[config.mk]
export PLATFORM = sky130hd
export DESIGN_NAME = nn_classifier_layer
export DESIGN_NICKNAME = d
export VERILOG_FILES = /design/src/rtl/nn_classifier_layer.sv
export SDC_FILE = /design/constraint.sdc
export NUM_CORES = 2
export LEC_CHECK = 0
export CAP_MARGIN = 10
export CELL_PAD_IN_SITES_DETAIL_PLACEMENT = 1
export CELL_PAD_IN_SITES_GLOBAL_PLACEMENT = 2
export CORE_ASPECT_RATIO = 1.25
export CORE_MARGIN = 3
export CORE_UTILIZATION = 44
export CTS_CLUSTER_DIAMETER = 80
export DETAILED_ROUTE_END_ITERATION = 16
export MAX_ROUTING_LAYER = met4
export PLACE_DENSITY = 0.87
export SYNTH_ARGS = -nofsm -noshare
export SYNTH_HDL_FRONTEND = slang
export SYNTH_SLANG_ARGS = --single-unit
[constraint.sdc]
create_clock -name clk_i -period 9.3 [get_ports clk_i]
set_input_delay 0.93 -clock clk_i [delete_from_list [all_inputs] [get_ports clk_i]]
set_output_delay 0.93 -clock clk_i [all_outputs]
set_load 0.01 [all_outputs]
[src/rtl/nn_classifier_layer.sv]
// Fully-connected classifier output layer: streams NUM_IN features into NUM_OUT parallel MAC lanes,
// then adds bias, rescales, saturates, optionally applies ReLU and reports the argmax class.
module nn_classifier_layer #(
  parameter int DATA_W  = 16,
  parameter int FRAC_W  = 10,
  parameter int NUM_IN  = 9,
  parameter int NUM_OUT = 2,
  parameter int ACC_W   = 40,
  parameter int CLS_W   = (NUM_OUT > 1) ? $clog2(NUM_OUT) : 1
) (
  input  logic                      clk_i,
  input  logic                      rst_ni,
  input  logic                      start_i,
  input  logic [NUM_OUT*DATA_W-1:0] bias_i,
  input  logic                      relu_en_i,
  input  logic                      x_valid_i,
  output logic                      x_ready_o,
  input  logic [DATA_W-1:0]         x_data_i,
  input  logic [NUM_OUT*DATA_W-1:0] w_data_i,
  output logic                      y_valid_o,
  input  logic                      y_ready_i,
  output logic [NUM_OUT*DATA_W-1:0] y_data_o,
  output logic [CLS_W-1:0]          class_id_o,
  output logic                      busy_o
);

  localparam int CNT_W  = $clog2(NUM_IN + 1);
  localparam int PROD_W = 2 * DATA_W;
  localparam logic signed [ACC_W-1:0] SAT_MAX = ACC_W'((64'sd1 <<< (DATA_W - 1)) - 64'sd1);
  localparam logic signed [ACC_W-1:0] SAT_MIN = ~SAT_MAX;

  typedef enum logic [1:0] {S_IDLE, S_ACCUM, S_FINAL, S_OUTPUT} state_e;

  state_e                      state_q, state_d;
  logic [CNT_W-1:0]            cnt_q, cnt_d;
  logic signed [ACC_W-1:0]     acc_q [NUM_OUT];
  logic signed [ACC_W-1:0]     acc_d [NUM_OUT];
  logic [NUM_OUT*DATA_W-1:0]   bias_q, bias_d;
  logic                        reluEn_q, reluEn_d;
  logic [NUM_OUT*DATA_W-1:0]   yData_q, yData_d;
  logic [CLS_W-1:0]            class_q, class_d;

  logic signed [PROD_W-1:0]    prod [NUM_OUT];
  logic signed [ACC_W-1:0]     sum  [NUM_OUT];
  logic signed [ACC_W-1:0]     rs   [NUM_OUT];
  logic signed [DATA_W-1:0]    res  [NUM_OUT];
  logic signed [DATA_W-1:0]    bestVal;
  logic [CLS_W-1:0]            bestIdx;

  always_comb begin
    for (int n = 0; n < NUM_OUT; n++) begin
      prod[n] = PROD_W'($signed(x_data_i)) * PROD_W'($signed(w_data_i[n*DATA_W +: DATA_W]));
    end
  end

  // Bias is aligned to the accumulator's binary point before the rescale shift.
  always_comb begin
    for (int n = 0; n < NUM_OUT; n++) begin
      sum[n] = acc_q[n] + ({{(ACC_W-DATA_W){bias_q[n*DATA_W+DATA_W-1]}}, bias_q[n*DATA_W +: DATA_W]} << FRAC_W);
      rs[n]  = sum[n] >>> FRAC_W;
      if (rs[n] > SAT_MAX) begin
        res[n] = SAT_MAX[DATA_W-1:0];
      end else if (rs[n] < SAT_MIN) begin
        res[n] = SAT_MIN[DATA_W-1:0];
      end else begin
        res[n] = rs[n][DATA_W-1:0];
      end
      if (reluEn_q && (res[n] < 0)) begin
        res[n] = '0;
      end
    end
    bestIdx = '0;
    bestVal = res[0];
    for (int n = 1; n < NUM_OUT; n++) begin
      if (res[n] > bestVal) begin
        bestVal = res[n];
        bestIdx = CLS_W'(n);
      end
    end
  end

  always_comb begin
    state_d  = state_q;
    cnt_d    = cnt_q;
    acc_d    = acc_q;
    bias_d   = bias_q;
    reluEn_d = reluEn_q;
    yData_d  = yData_q;
    class_d  = class_q;
    case (state_q)
      S_IDLE: begin
        if (start_i) begin
          bias_d   = bias_i;
          reluEn_d = relu_en_i;
          cnt_d    = '0;
          for (int n = 0; n < NUM_OUT; n++) acc_d[n] = '0;
          state_d  = S_ACCUM;
        end
      end
      S_ACCUM: begin
        if (x_valid_i) begin
          for (int n = 0; n < NUM_OUT; n++) begin
            acc_d[n] = acc_q[n] + {{(ACC_W-PROD_W){prod[n][PROD_W-1]}}, prod[n]};
          end
          cnt_d = cnt_q + 1'b1;
          if (cnt_q == CNT_W'(NUM_IN - 1)) state_d = S_FINAL;
        end
      end
      S_FINAL: begin
        for (int n = 0; n < NUM_OUT; n++) yData_d[n*DATA_W +: DATA_W] = res[n];
        class_d = bestIdx;
        state_d = S_OUTPUT;
      end
      S_OUTPUT: begin
        if (y_ready_i) state_d = S_IDLE;
      end
      default: state_d = S_IDLE;
    endcase
  end

  always_ff @(posedge clk_i or negedge rst_ni) begin
    if (!rst_ni) begin
      state_q  <= S_IDLE;
      cnt_q    <= '0;
      for (int n = 0; n < NUM_OUT; n++) acc_q[n] <= '0;
      bias_q   <= '0;
      reluEn_q <= 1'b0;
      yData_q  <= '0;
      class_q  <= '0;
    end else begin
      state_q  <= state_d;
      cnt_q    <= cnt_d;
      for (int n = 0; n < NUM_OUT; n++) acc_q[n] <= acc_d[n];
      bias_q   <= bias_d;
      reluEn_q <= reluEn_d;
      yData_q  <= yData_d;
      class_q  <= class_d;
    end
  end

  assign x_ready_o  = (state_q == S_ACCUM);
  assign y_valid_o  = (state_q == S_OUTPUT);
  assign busy_o     = (state_q != S_IDLE);
  assign y_data_o   = yData_q;
  assign class_id_o = class_q;

endmodule
==> metrics.md <==
| Metric | Value |
|---|---|
| Sequential Area | 0.00380 mm² |
| Most used cell, CP | fa_1 |
| Post-DP HPWL | 81500 µm |
| Initial Utilization | 44.8% |
| Worst R2R Start | acc_q[50] |
| First-pass GRT wire length | 159000 µm |
| Hold EP | acc_q[2] |
| Worst R2R End | class_id_o |
| WP data required | 9630 ps |
| Inserted Clock Buffers | 17 |
| Worst setup EP type | flop |
| Inst Count DP | 5012 |
| Hold Crit Depth | 2 |
| Num ports | 122 |
| Fin crit share | 97.2% |
| Core region area | 0.0739 mm² |
| Avg Cell Area, Syn | 8.89 µm² |
| Main flop type after synthesis | dfrtp_1 |
| Kind of critical path | in2reg |
| Non-Filler Instances | 5050 |
| Crit path launch type | input pin |
| Area share of the largest cell type after synthesis | 31.9% |
| FP Rows | 111 |
| Post-synthesis cell count | 3722 |
| Share of post-route cells with drive strength above 1 | 12.2% |
| R2R setup slack | 2970 ps |
| Multi-input gate area | 0.0267 mm² |
| Number of H-tree levels | 4 |
| Number of synthesized flops with an enable pin | 0 |
| Mapped Area | 0.0331 mm² |
| Via count | 26800 |
| Post-synthesis sequential area ratio | 11.5% |
| Clock transition at path regs | 70 ps |
| Skew final | 13.6 ps |
| Most common cell in the netlist | inv_1 |
| Final TNS setup | 0 ps |
| Seq cells post-synth | 152 |
| FMAX | 111 MHz |
| Worst EP arrival | 9370 ps |
| Area added between synthesis and finish | 17.0% |
| Ys Warns | 0 |
| DIE HEIGHT | 313 µm |
| Sink Count | 152 |
| Area contributors post-synth | fa_1, ha_1, dfrtp_1, inv_1, and2_1 |
| Largest net degree at the start of global routing | 83 |
| Antenna-violating nets left | 0 |
| Final Hold Fails | 0 |
| Critical path startpoint | x_data_i[8] |
| R2R depth | 23 |
| Hold Path Origin | acc_q[2] |
| Die Area | 0.0786 mm² |
| Slowest library cell on the worst path | fa_1 |
| TritonRoute pass-1 iters | 4 |
| TritonCTS clock tree | yes |
| Syn nets | 4665 |
| Die Wd | 251 µm |
| Total track usage | 25.8% |
| Vias per cell | 5.31 |
| Hold buffer count at cts | 0 |
| Max incr delay on CP | 580 ps |
| Initial detailed-routing violation count | 1077 |
| Layout fillers | 8645 |
| DRT Wirelength | 95700 µm |
| Root buf cell | clkbuf_16 |
| Initial antenna violation count | 2 |
| Tmin final | 9040 ps |
| Longest Clk Path Bufs | 2 |
| Clock Latency Late Sink | 460 ps |
| Asr flop ratio synth | 100% |
| Worst-Margin Slew | 1050 ps |
| Final GP Congestion | 0.854 |
| Worst-path maximum fanout | 10 |
| RSZ-0062 raised after global routing | true |
| Synth top cells by count | inv_1, fa_1, nand2_1 |
| Slew margin rel. | 29.6% |
| Port Buffers | 121 |
| Worst min path class | reg2reg |
| Vias in the first global route | 30000 |
| Synth area leader | fa_1 |
| Pins Over Slew Limit | 0 |
| Wire per inst | 19.0 µm |
| Max-cap violations | 0 |
| DRC Markers | 0 |
| # setup viols final | 0 |
| Outcome | complete, no violations |
| Library cells used by synthesis | 89 |
| Nets | 5019 |
| Final global-route overflow total | 0 |
flip-flops by register name, summed over array words and instances, names as in the netlist:
signal	count
class_id_o	1
bias_q	32
acc_q	80
y_data_o	32
state_q	2
reluEn_q	1
cnt_q	4
cell families after synthesis:
group,count (synthesis),synth area share [%]
adders and majority gates,857,44.4
and+or+nand+nor,1039,15.5
xor gates and xnor gates,176,4.68
AOI/OAI and AO/OA,684,13.5
muxes,48,1.63
DFF,152,11.5
buffers and inverters,766,8.77
worst max-delay path, delay by kind of cell:
kind	cells	cell delay, ps
AOI/OAI and AO/OA	10	1830
xor gates and xnor gates	2	320
and+or+nand+nor	8	1180
buffers and inverters	8	1180
adders and majority gates	8	3900
routing by layer:
layer | part of all wire, % | GRT usage, %
met5 | 0 | -
met2 | 50 | 43.5
met1 | 46 | 34.4
met3 | 2.3 | 1.68
met4 | 2.0 | 5.90
per-stage QoR:
step	area, µm²	util (%)	setup slack (ps)	hold WS, ps
global placement	37700	51.0	-476	468
detailed placement	37700	51.0	-519	478
global route	38700	52.4	-141	516
finish	38700	52.4	259	492
floorplan	33100	-	436	450
CTS	38300	51.8	-3.03	497
repair_timing:
item,4_1_cts,5_1_grt
buffers inserted,0,5
endpoints found under the setup margin,2,18
pin swaps,0,55
hold endpoints to repair,0,0
gates resized for setup,3,82
layout by cell type (no fill, tap or decap), types with 8 or more instances in the layout:
master | synthesis | final
o21ai_0 | 150 | 141
nand2b_1 | 33 | 33
fa_1 | 528 | 521
dlymetal6s2s_1 | 0 | 8
clkdlybuf4s50_1 | 0 | 112
a21oi_1 | 176 | 165
xnor2_1 | 114 | 113
mux2_2 | 43 | 43
a211oi_1 | 22 | 16
xor2_1 | 61 | 61
buf_12 | 0 | 14
a22o_1 | 13 | 13
nand3_1 | 29 | 28
or3_1 | 16 | 16
ha_1 | 329 | 323
nor4_1 | 12 | 10
o21ai_2 | 11 | 13
inv_1 | 644 | 644
nor3_1 | 42 | 41
nand2_1 | 408 | 407
o21bai_1 | 24 | 24
a21o_1 | 92 | 91
nor2_1 | 133 | 132
o31ai_1 | 10 | 9
and3_1 | 13 | 13
clkbuf_16 | 0 | 17
buf_4 | 1 | 315
and2_1 | 263 | 263
nand4_1 | 23 | 23
o21a_1 | 29 | 29
a21oi_2 | 6 | 16
o211ai_1 | 13 | 13
dfrtp_1 | 152 | 152
a2111oi_0 | 13 | 8
a31oi_1 | 14 | 14
o21ai_1 | 28 | 34
nor2b_1 | 32 | 32
worst max-delay path by stage:
stage / slack, ps / endpoint
after detailed placement: -520 / acc_q[79]
after floorplan: 440 / acc_q[37]
after global routing: -140 / acc_q[39]
final: 260 / acc_q[39]
after CTS: -3 / acc_q[39]
after global placement: -480 / acc_q[79]
final cells by class:
cell class	instances	share of cell area (%)
Tap cell	960	3.10
Clock buffer	19	1.14
Inverter	645	6.25
Timing Repair Buffer	456	10.2
Antenna cell	2	0.0129
Sequential cell	152	9.82
Clock inverter	12	0.426
Multi-Input combinational cell	2804	69.1
Power is not shown: default switching activity piles up to over one toggle a cycle in this logic, so the estimate is an artifact.
